==> config.mk <==
export PLATFORM = sky130hd
export DESIGN_NAME = cache_ctrl_fsm_flat
export DESIGN_NICKNAME = d
export VERILOG_FILES = /design/src/rtl/cache_ctrl_if.sv /design/src/rtl/cache_ctrl_fsm.sv /design/src/flat_wrapper.sv
export SDC_FILE = /design/constraint.sdc
export NUM_CORES = 2
export LEC_CHECK = 0
export BUFFER_PORTS_ARGS = -buffer_cell sky130_fd_sc_hd__buf_4
export CAP_MARGIN = 20
export CORE_MARGIN = 4
export CORE_UTILIZATION = 55
export DETAILED_ROUTE_END_ITERATION = 6
export PLACE_DENSITY = 0.76
export RECOVER_POWER = 50
export SLEW_MARGIN = 20
export SYNTH_ARGS = -nofsm -noshare
export SYNTH_HDL_FRONTEND = slang
export SYNTH_SLANG_ARGS = --single-unit
==> constraint.sdc <==
create_clock -name clk -period 8.6 [get_ports clk]
set_clock_uncertainty 0.1 [all_clocks]
set_input_delay 0.43 -clock clk [delete_from_list [all_inputs] [get_ports clk]]
set_output_delay 0.43 -clock clk [all_outputs]
set_load 0.1 [all_outputs]
==> src/rtl/cache_ctrl_if.sv <==
// cache_ctrl_if: processor port, tag/data array port and RAM port of the cache controller
interface cache_ctrl_if #(parameter int CNT_W = 16);
   logic             cpu_req, cpu_we, cpu_ready, busy;
   logic [31:0]      cpu_addr, cpu_wdata, cpu_rdata;
   logic             arr_rd_en, arr_wr_en, arr_wr_valid;
   logic [7:0]       arr_index;
   logic [87:0]      arr_rd_tag;
   logic [3:0]       arr_rd_valid;
   logic [127:0]     arr_rd_data;
   logic [1:0]       arr_wr_way;
   logic [21:0]      arr_wr_tag;
   logic [31:0]      arr_wr_data;
   logic             mem_req, mem_we, mem_ack;
   logic [31:0]      mem_addr, mem_wdata, mem_rdata;
   logic [CNT_W-1:0] hit_count, miss_count;
   modport slave (
      input  cpu_req, cpu_we, cpu_addr, cpu_wdata, arr_rd_tag, arr_rd_valid, arr_rd_data, mem_ack, mem_rdata,
      output cpu_ready, cpu_rdata, busy, arr_rd_en, arr_index, arr_wr_en, arr_wr_way, arr_wr_tag,
             arr_wr_data, arr_wr_valid, mem_req, mem_we, mem_addr, mem_wdata, hit_count, miss_count
   );
   modport master (
      output cpu_req, cpu_we, cpu_addr, cpu_wdata, arr_rd_tag, arr_rd_valid, arr_rd_data, mem_ack, mem_rdata,
      input  cpu_ready, cpu_rdata, busy, arr_rd_en, arr_index, arr_wr_en, arr_wr_way, arr_wr_tag,
             arr_wr_data, arr_wr_valid, mem_req, mem_we, mem_addr, mem_wdata, hit_count, miss_count
   );
endinterface

==> src/rtl/cache_ctrl_fsm.sv <==
// cache_ctrl_fsm: 4-way write-through cache sequencer with pseudo-LRU refill and hit/miss statistics
module cache_ctrl_fsm #(
   parameter int INIT_SETS = 256,
   parameter int CNT_W     = 16
) (
   input  logic        clk,
   input  logic        rst_n,
   cache_ctrl_if.slave bus
);
   localparam logic [2:0] INIT = 3'd0, IDLE = 3'd1, COMPARE = 3'd2, MEM_WRITE = 3'd3, MEM_READ = 3'd4, FILL = 3'd5;
   localparam logic [9:0] INIT_LAST = 10'(4 * INIT_SETS - 1);
   localparam logic [CNT_W-1:0] CNT_MAX = '1;
   logic [2:0]  state;
   logic [9:0]  init_cnt;
   logic [31:0] req_addr, req_wdata, word, hit_data;
   logic        req_we, hit, has_free, accept, plru_we;
   logic [1:0]  victim, hit_way, free_way, plru_victim, acc_way;
   logic [7:0]  idx;
   logic [2:0]  plru [0:255];
   logic [2:0]  cur_plru, upd_plru;
   assign idx         = req_addr[9:2];
   assign accept      = state == IDLE && bus.cpu_req && !bus.cpu_ready;
   assign cur_plru    = plru[idx];
   assign plru_victim = {cur_plru[0], cur_plru[0] ? cur_plru[2] : cur_plru[1]};
   assign acc_way     = state == FILL ? victim : hit_way;
   assign upd_plru    = acc_way[1] ? {~acc_way[0], cur_plru[1], 1'b0} : {cur_plru[2], ~acc_way[0], 1'b1};
   assign plru_we     = (state == COMPARE && hit) || state == FILL;
   assign hit_data    = bus.arr_rd_data[32*hit_way +: 32];
   assign bus.busy         = state != IDLE;
   assign bus.arr_rd_en    = accept;
   assign bus.arr_index    = state == INIT ? init_cnt[9:2] : state == IDLE ? bus.cpu_addr[9:2] : idx;
   assign bus.arr_wr_en    = state == INIT || state == FILL || (state == COMPARE && req_we && hit);
   assign bus.arr_wr_way   = state == INIT ? init_cnt[1:0] : state == FILL ? victim : hit_way;
   assign bus.arr_wr_tag   = req_addr[31:10];
   assign bus.arr_wr_data  = state == FILL ? word : req_wdata;
   assign bus.arr_wr_valid = state != INIT;
   assign bus.mem_req      = state == MEM_WRITE || state == MEM_READ;
   assign bus.mem_we       = state == MEM_WRITE;
   assign bus.mem_addr     = bus.mem_req ? req_addr : '0;
   assign bus.mem_wdata    = bus.mem_we ? req_wdata : '0;
   // tag match (lowest way wins) and lowest invalid way, from the array read returned in COMPARE
   always_comb begin
      hit      = 1'b0;
      hit_way  = 2'd0;
      has_free = 1'b0;
      free_way = 2'd0;
      for (int w = 3; w >= 0; w--) begin
         if (bus.arr_rd_valid[w] && bus.arr_rd_tag[22*w +: 22] == req_addr[31:10]) begin
            hit     = 1'b1;
            hit_way = 2'(w);
         end
         if (!bus.arr_rd_valid[w]) begin
            has_free = 1'b1;
            free_way = 2'(w);
         end
      end
   end
   // sequencing FSM, request latches, processor response and saturating statistics
   always_ff @(posedge clk or negedge rst_n) begin
      if (!rst_n) begin
         state          <= INIT;
         init_cnt       <= '0;
         req_addr       <= '0;
         req_we         <= 1'b0;
         req_wdata      <= '0;
         victim         <= '0;
         word           <= '0;
         bus.cpu_ready  <= 1'b0;
         bus.cpu_rdata  <= '0;
         bus.hit_count  <= '0;
         bus.miss_count <= '0;
      end else begin
         bus.cpu_ready <= 1'b0;
         case (state)
            INIT: begin
               init_cnt <= init_cnt + 10'd1;
               if (init_cnt == INIT_LAST) state <= IDLE;
            end
            IDLE: if (accept) begin
               req_addr  <= bus.cpu_addr;
               req_we    <= bus.cpu_we;
               req_wdata <= bus.cpu_wdata;
               state     <= COMPARE;
            end
            COMPARE: begin
               if (hit && bus.hit_count != CNT_MAX) bus.hit_count <= bus.hit_count + 1'b1;
               if (!hit && bus.miss_count != CNT_MAX) bus.miss_count <= bus.miss_count + 1'b1;
               if (req_we) state <= MEM_WRITE;
               else if (hit) begin
                  bus.cpu_rdata <= hit_data;
                  bus.cpu_ready <= 1'b1;
                  state         <= IDLE;
               end else begin
                  victim <= has_free ? free_way : plru_victim;
                  state  <= MEM_READ;
               end
            end
            MEM_WRITE: if (bus.mem_ack) begin
               bus.cpu_ready <= 1'b1;
               state         <= IDLE;
            end
            MEM_READ: if (bus.mem_ack) begin
               word  <= bus.mem_rdata;
               state <= FILL;
            end
            FILL: begin
               bus.cpu_rdata <= word;
               bus.cpu_ready <= 1'b1;
               state         <= IDLE;
            end
            default: state <= INIT;
         endcase
      end
   end
   // pseudo-LRU bits per set, cleared by reset and touched on every hit or fill
   always_ff @(posedge clk or negedge rst_n) begin
      if (!rst_n) for (int i = 0; i < 256; i++) plru[i] <= '0;
      else if (plru_we) plru[idx] <= upd_plru;
   end
endmodule

==> src/flat_wrapper.sv <==
// flat-port wrapper written by rule: the top's interface ports become plain ports
module cache_ctrl_fsm_flat 
#(
   parameter int INIT_SETS = 256,
   parameter int CNT_W     = 16
)
  (clk, rst_n, bus_cpu_req, bus_cpu_we, bus_cpu_addr, bus_cpu_wdata, bus_arr_rd_tag, bus_arr_rd_valid, bus_arr_rd_data, bus_mem_ack, bus_mem_rdata, bus_cpu_ready, bus_cpu_rdata, bus_busy, bus_arr_rd_en, bus_arr_index, bus_arr_wr_en, bus_arr_wr_way, bus_arr_wr_tag, bus_arr_wr_data, bus_arr_wr_valid, bus_mem_req, bus_mem_we, bus_mem_addr, bus_mem_wdata, bus_hit_count, bus_miss_count);
  cache_ctrl_if #(.CNT_W(CNT_W)) bus_i ();
  input  logic clk;
  input  logic rst_n;
  input wire logic [$bits(bus_i.cpu_req)-1:0] bus_cpu_req;
  input wire logic [$bits(bus_i.cpu_we)-1:0] bus_cpu_we;
  input wire logic [$bits(bus_i.cpu_addr)-1:0] bus_cpu_addr;
  input wire logic [$bits(bus_i.cpu_wdata)-1:0] bus_cpu_wdata;
  input wire logic [$bits(bus_i.arr_rd_tag)-1:0] bus_arr_rd_tag;
  input wire logic [$bits(bus_i.arr_rd_valid)-1:0] bus_arr_rd_valid;
  input wire logic [$bits(bus_i.arr_rd_data)-1:0] bus_arr_rd_data;
  input wire logic [$bits(bus_i.mem_ack)-1:0] bus_mem_ack;
  input wire logic [$bits(bus_i.mem_rdata)-1:0] bus_mem_rdata;
  output wire logic [$bits(bus_i.cpu_ready)-1:0] bus_cpu_ready;
  output wire logic [$bits(bus_i.cpu_rdata)-1:0] bus_cpu_rdata;
  output wire logic [$bits(bus_i.busy)-1:0] bus_busy;
  output wire logic [$bits(bus_i.arr_rd_en)-1:0] bus_arr_rd_en;
  output wire logic [$bits(bus_i.arr_index)-1:0] bus_arr_index;
  output wire logic [$bits(bus_i.arr_wr_en)-1:0] bus_arr_wr_en;
  output wire logic [$bits(bus_i.arr_wr_way)-1:0] bus_arr_wr_way;
  output wire logic [$bits(bus_i.arr_wr_tag)-1:0] bus_arr_wr_tag;
  output wire logic [$bits(bus_i.arr_wr_data)-1:0] bus_arr_wr_data;
  output wire logic [$bits(bus_i.arr_wr_valid)-1:0] bus_arr_wr_valid;
  output wire logic [$bits(bus_i.mem_req)-1:0] bus_mem_req;
  output wire logic [$bits(bus_i.mem_we)-1:0] bus_mem_we;
  output wire logic [$bits(bus_i.mem_addr)-1:0] bus_mem_addr;
  output wire logic [$bits(bus_i.mem_wdata)-1:0] bus_mem_wdata;
  output wire logic [$bits(bus_i.hit_count)-1:0] bus_hit_count;
  output wire logic [$bits(bus_i.miss_count)-1:0] bus_miss_count;
  assign bus_i.cpu_req = bus_cpu_req;
  assign bus_i.cpu_we = bus_cpu_we;
  assign bus_i.cpu_addr = bus_cpu_addr;
  assign bus_i.cpu_wdata = bus_cpu_wdata;
  assign bus_i.arr_rd_tag = bus_arr_rd_tag;
  assign bus_i.arr_rd_valid = bus_arr_rd_valid;
  assign bus_i.arr_rd_data = bus_arr_rd_data;
  assign bus_i.mem_ack = bus_mem_ack;
  assign bus_i.mem_rdata = bus_mem_rdata;
  assign bus_cpu_ready = bus_i.cpu_ready;
  assign bus_cpu_rdata = bus_i.cpu_rdata;
  assign bus_busy = bus_i.busy;
  assign bus_arr_rd_en = bus_i.arr_rd_en;
  assign bus_arr_index = bus_i.arr_index;
  assign bus_arr_wr_en = bus_i.arr_wr_en;
  assign bus_arr_wr_way = bus_i.arr_wr_way;
  assign bus_arr_wr_tag = bus_i.arr_wr_tag;
  assign bus_arr_wr_data = bus_i.arr_wr_data;
  assign bus_arr_wr_valid = bus_i.arr_wr_valid;
  assign bus_mem_req = bus_i.mem_req;
  assign bus_mem_we = bus_i.mem_we;
  assign bus_mem_addr = bus_i.mem_addr;
  assign bus_mem_wdata = bus_i.mem_wdata;
  assign bus_hit_count = bus_i.hit_count;
  assign bus_miss_count = bus_i.miss_count;
  cache_ctrl_fsm #(.INIT_SETS(INIT_SETS), .CNT_W(CNT_W)) u_core (.clk(clk), .rst_n(rst_n), .bus(bus_i));
endmodule
==> After elaboration in Yosys (flattened, before gate mapping) <==
Cells that the tools add are included.
W data, S select, Z words.
{ "word_totals": {"ff_bits": 945, "inputBits": 321, "output_inout_bits": 199, "word_cells": 370} }
{ "classes": {"add_sub_neg": 3, "n_lt_le_gt_ge": 2, "eq_ne": 19, "shift": 1, "mux": 46, "bitwise_logic": 4, "n_reduce_logical": 28} }
{ "op_table": {"columns": ["cell", "n"], "rows": [
  ["$bwmux W768", 1],
  ["$mux W32", 5],
  ["$shiftx A128 B8 Y32", 1],
  ["$eq A22 B22 Y1", 4],
  ["$pmux W32 S2", 1],
  ["$add A16 B1 Y16 const B", 2],
  ["$ne A16 B16 Y1 const B", 2],
  ["$mux W3", 10],
  ["$bmux W3 S8", 1],
  ["$demux W3 S8", 1],
  ["$mux W2", 11],
  ["$pmux W3 S6", 1],
  ["$mux W8", 2],
  ["$logic_and A1 B1 Y1", 12],
  ["$mux W1", 12],
  ["$add A10 B1 Y10 const B", 1],
  ["$eq A10 B10 Y1 const B", 1],
  ["$ne A2 B2 Y1 const B", 5],
  ["$ge A9 B9 Y1 const B", 1],
  ["$lt A9 B1 Y1 const B", 1],
  ["$not A8 Y9", 1],
  ["$reduce_and A2 Y1", 4],
  ["$eq A3 B2 Y1 const B", 2],
  ["$eq A3 B3 Y1 const B", 2],
  ["12 further kinds", 19]
]} }

==> Longest topological paths before layout <==
{ "logic_depth": {"ltp_word": 10, "depth_mapped": 14} }

==> Worst setup path before layout <==
No wires, ideal clock.
{ "synth_path": {"path_kind": "register to output", "startpoint": "register u_core.req_addr[2]", "endpoint": "output port bus_arr_index[0]", "arrival_time_ns": 4.022, "required_ns": 8.070, "path_slack_ns": 4.048, "stages_incl_launch_ff": 11, "path_cell_list": "dfrtp_1 -> buf_2 -> buf_4 -> buf_6 -> buf_6 -> buf_2 -> buf_2 -> inv_1 -> nor2_1 -> a21oi_1 -> o21ai_0"} }
{ "synth_between": {"elab_chain_len": 2} }
{ "synth_rtl": {"columns": ["element", "line", "text"], "rows": [
  ["from (decl)", "cache_ctrl_fsm.sv:15", "logic [31:0] req_addr, req_wdata, word, hit_data;"],
  ["from (signal assigned)", "cache_ctrl_fsm.sv:80", "req_addr <= bus.cpu_addr;"],
  ["$mux W8 (2 in series)", "cache_ctrl_fsm.sv:31", "assign bus.arr_index = state == INIT ? init_cnt[9:2] : state == IDLE ? bus.cpu_addr[9:2] : idx;"],
  ["to (decl)", "flat_wrapper.sv:24", "output wire logic [$bits(bus_i.arr_index)-1:0] bus_arr_index;"]
]} }
No other way between the ends.

==> Worst setup path after layout <==
{ "layout_path": {"startpoint": "register u_core.req_addr[2]", "endpoint": "register u_core.plru[635] (netlist bit)"} }
{ "layout_between": {"elab_chain_len": 6, "elab_cells_between_ends": 11, "classes_between": "2 x order compare; 7 x mux; 1 x bitwise; 1 x reduce/logical"} }
{ "layout_rtl": {"columns": ["element", "line", "text"], "rows": [
  ["$not A8 Y9 (implied by the code) (*)", "cache_ctrl_fsm.sv:23, cache_ctrl_fsm.sv:118", null],
  ["$bmux W3 S8, or another cell as far along", "cache_ctrl_fsm.sv:23", "assign cur_plru = plru[idx];"],
  ["$mux W3 (implied by the code) or $logic_and A1 B1 Y1 (tied branches)", "cache_ctrl_fsm.sv:23, cache_ctrl_fsm.sv:118", null],
  ["$mux W3, on equally long branches", "cache_ctrl_fsm.sv:23, cache_ctrl_fsm.sv:118", null],
  ["$mux W3 or $demux W3 S8 (tied branches)", "cache_ctrl_fsm.sv:26, cache_ctrl_fsm.sv:118", null],
  ["$bwmux W768 (*)", "cache_ctrl_fsm.sv:118", "else if (plru_we) plru[idx] <= upd_plru;"],
  ["to (signal, indexed assignment)", "cache_ctrl_fsm.sv:118", null],
  ["to (decl)", "cache_ctrl_fsm.sv:19", "logic [2:0] plru [0:255];"]
]} }
Mark *: on every way between the ends. The rest lies on a longest branch, timed or not. The select of a mux whose other input is x is not followed.
A chain may end at the register's enable or synchronous reset.

==> impl_metrics.env <==
export IMPL_outcome="finished, violations left"
export IMPL_violations="max-capacitance violations, max-slew violations"
export IMPL_wl_um=147000
export IMPL_grt_pass1_wl_um=221000
export IMPL_seq_area_frac_synth=0.506
export IMPL_p_sw_w=0.00753
export IMPL_cpPeakStageDelay_ns=0.88
export IMPL_cts_sinks=945
export IMPL_post_cts_buffers=0
export IMPL_vias_per_cell=6.17
export IMPL_p_sw_frac=0.452
export IMPL_gp_congestion=0.962
export IMPL_tightest_slew_ns=4.12
export IMPL_yosysTopAreaCell="dfrtp_1"
export IMPL_ys_warnings_count=0
export IMPL_setup_viol=0
export IMPL_synth_top_family_by_area="multiplexers"
export IMPL_antenna_found_initial=7
export IMPL_htreeDepth=3
export IMPL_portBuffers=519
export IMPL_fin_crit_sh=0.661
export IMPL_syn_inst=3638
export IMPL_cts_tree="built"
export IMPL_post_cts_resized=0
export IMPL_comb_power_share=0.404
export IMPL_final_hold_viol_count=0
export IMPL_nFillCells=6283
export IMPL_drive_gt1_frac=0.406
export IMPL_path_clk_slew_ns=0.06
export IMPL_dieHeight_um=300
export IMPL_clk_path_buf_depth=3
export IMPL_cts_root_buffer="clkbuf_16"
export IMPL_p_clk_frac=0.254
export IMPL_slew_viol_final=626
export IMPL_grt_max_degree=170
export IMPL_min_period_ns=5.68
export IMPL_peakVddDrop_v=0.000243
export IMPL_numCtsBuffers=97
export IMPL_synth_top_area_frac=0.506
export IMPL_antenna_left=0
export IMPL_p_seq_frac=0.342
export IMPL_drtIter0Drc=2653
export IMPL_drc_errors=0
export IMPL_synth_xor_area_share=0.0243
export IMPL_cp_start_kind="flop"
export IMPL_yosys_mux_area_fraction=0.311
export IMPL_post_synth_num_cell_types=62
export IMPL_worstPathCellList="buf_12, mux4_2, mux4_2, nor2b_1, nor4_1, nand4_1, nor3_1, mux2i_4, buf_4, buf_4, mux2_2"
export IMPL_synthToLayoutAreaGrowth_pct=18.1
export IMPL_die_x_um=300
export IMPL_cap_violations=12
export IMPL_crit_type="flop to flop"
export IMPL_dr_total_vias=32900
export IMPL_dr_pass1_iters=5
export IMPL_worstPathArrival_ns=6.12
export IMPL_cp_data_required_time_ns=9.04
export IMPL_crit_path_end_kind="flop"
export IMPL_fp_row_count=106
export IMPL_final_nets=4435
export IMPL_io_pins=520
export IMPL_internal_power_w=0.00913
export IMPL_grt_usage=0.324
export IMPL_start_util=0.557
export IMPL_clock_latency_ns=0.66
export IMPL_core_area_um2=84000
export IMPL_slew_headroom=-1.75
export IMPL_hpwlAfterDp_um=99300
export IMPL_grt_overflow_total=0
export IMPL_post_synth_and_or_nand_nor_area_fraction=0.0910
export IMPL_rsz0062_at_grt="no"
export IMPL_cp_max_fo=96
export IMPL_final_util=0.658
export IMPL_synth_top_flop_cell="dfrtp_1"
export IMPL_avgSynthCellArea_um2=12.9
export IMPL_crit_slowest_cell="dfrtp_4"
export IMPL_timing_setup_tns_ns=0
export IMPL_yosys_top_cells_area="dfrtp_1 (51%), mux2_2 (19%), mux4_2 (9.9%), nand2_1 (3.9%), mux2i_1 (1.8%)"
export IMPL_synth_net_count=3962
export IMPL_grt_pass1_vias=34400
export IMPL_synthAdderAreaFrac=0.000803
export IMPL_synth_compound_area_frac=0.0368
export IMPL_fmax_mhz=176
export IMPL_synth_edf_count=0
export IMPL_cts_hold_fix_buffers=99
export IMPL_ys_ff_latch=945
export IMPL_syn_area_um2=46800
export IMPL_power_density_nw_per_um2=302
export IMPL_leakagePower_nw=26.3
export IMPL_synthArstFlopShare=1.00
export IMPL_hp_class="input port to flop"
export IMPL_die_area_um2=89800
export IMPL_wl_per_cell_um=27.6
## cell usage after synthesis (27+ instances only)
library cell / instances
mux4_2: 206
and3_1: 32
nor2b_1: 48
nand2_1: 486
buf_4: 27
dfrtp_1: 945
nand3_1: 30
nor2_1: 108
and2_1: 37
a22oi_1: 64
mux2i_1: 85
a21oi_1: 39
buf_2: 66
nor3_1: 63
mux2_2: 804
xor2_1: 80
xnor2_1: 50
clkbuf_1: 193
nor4_1: 29
## final timing paths
path	startpoint	end	slack, ns	cells after the start
min reg2reg	u_core.req_addr[0]	u_core.req_addr[0]	0.39	2
max	u_core.req_addr[2]	u_core.plru[635]	2.92	11
max reg2reg	u_core.req_addr[2]	u_core.plru[635]	2.92	11
max in group asynchronous	rst_n	u_core.plru[235]	3.67	3
min	bus_arr_rd_valid[2]	u_core.victim[0]	0.06	5
min in group asynchronous	rst_n	u_core.plru[561]	0.33	2
## final cells by class
type / count / area (um^2) / share of cell area
Inverter: 14 / 52.6 / 0.000951
Timing Repair Buffer: 679 / 5040 / 0.0913
Multi-Input combinational cell: 2374 / 21900 / 0.396
Tap cell: 1134 / 1420 / 0.0257
Clock buffer: 150 / 2900 / 0.0525
Antenna cell: 4 / 10.0 / 0.000181
Sequential cell: 945 / 23700 / 0.428
Clock inverter: 26 / 289 / 0.00523
## worst max-delay path, delay by kind of cell (launching register included)
family	cells	cell delay [ns]
buffers and inverters	3	1.27
AND/OR/NAND/NOR	4	1.47
multiplexers	4	1.60
flip-flops	1	0.88
## cells in the final DEF (no fill, tap or decap), types with 37 or more instances in the layout
cell type      count
mux2i_1           83
and2_1            37
nor2b_1           44
a22oi_1           64
clkbuf_16        100
dfrtp_1          941
buf_4            479
xnor2_1           50
nor2_1           106
dlygate4sd3_1     99
nand2_1          484
nor3_1            62
mux2_2           804
a21oi_1           38
mux4_2           206
xor2_1            80
clkbuf_1         125
## through the flow
stage | total power [W] | std cells | instance area, um^2 | setup WS, ns | hold slack, ns
global placement | 0.0124 | 5047 | 51400 | 3.17 | 0.358
detailed placement | 0.0125 | 5047 | 51400 | 3.13 | 0.360
global route | 0.0172 | 5323 | 55200 | 2.63 | 0.0687
floorplan | 0.0105 | 3638 | 46800 | 4.05 | 0.0344
finish | 0.0167 | 5326 | 55200 | 2.92 | 0.0612
CTS | 0.0168 | 5322 | 55600 | 3.10 | 0.0323
## flip-flops by register name (all words and copies together) (netlist names), 10 cells and up
| signal | flops |
|---|---|
| u_core.req_wdata | 32 |
| u_core.init_cnt | 10 |
| u_core.bus.hit_count | 16 |
| u_core.plru | 768 |
| u_core.req_addr | 32 |
| u_core.word | 32 |
| u_core.bus.miss_count | 16 |
| u_core.bus.cpu_rdata | 32 |
## power by group through the flow
stage / registers (W) / logic (W) / clock network (W)
3_3_place_gp: 0.00572 / 0.00672 / 0
6_report: 0.00570 / 0.00674 / 0.00423
3_5_place_dp: 0.00575 / 0.00676 / 0
4_1_cts: 0.00567 / 0.00682 / 0.00429
5_1_grt: 0.00574 / 0.00700 / 0.00448
2_1_floorplan: 0.00577 / 0.00469 / 0
## cells by family after synthesis
logic type	count (synthesis)
buffers and inverters	319
xor gates and xnor gates	130
DFF	945
muxes	1096
AOI/OAI and AO/OA	231
adders and majority gates	3
and+or+nand+nor	914
## metal layers
| metal | global-route usage | vias to the layer above | part of all wire |
|---|---|---|---|
| met5 | 0 | - | 0.00027 |
| met4 | 0.176 | 6 | 0.064 |
| met3 | 0.0632 | 335 | 0.074 |
| met2 | 0.522 | 1366 | 0.48 |
| met1 | 0.418 | 17100 | 0.38 |
| li1 | - | 14100 | - |
No activity file was read; power rests on OpenSTA's default activity.
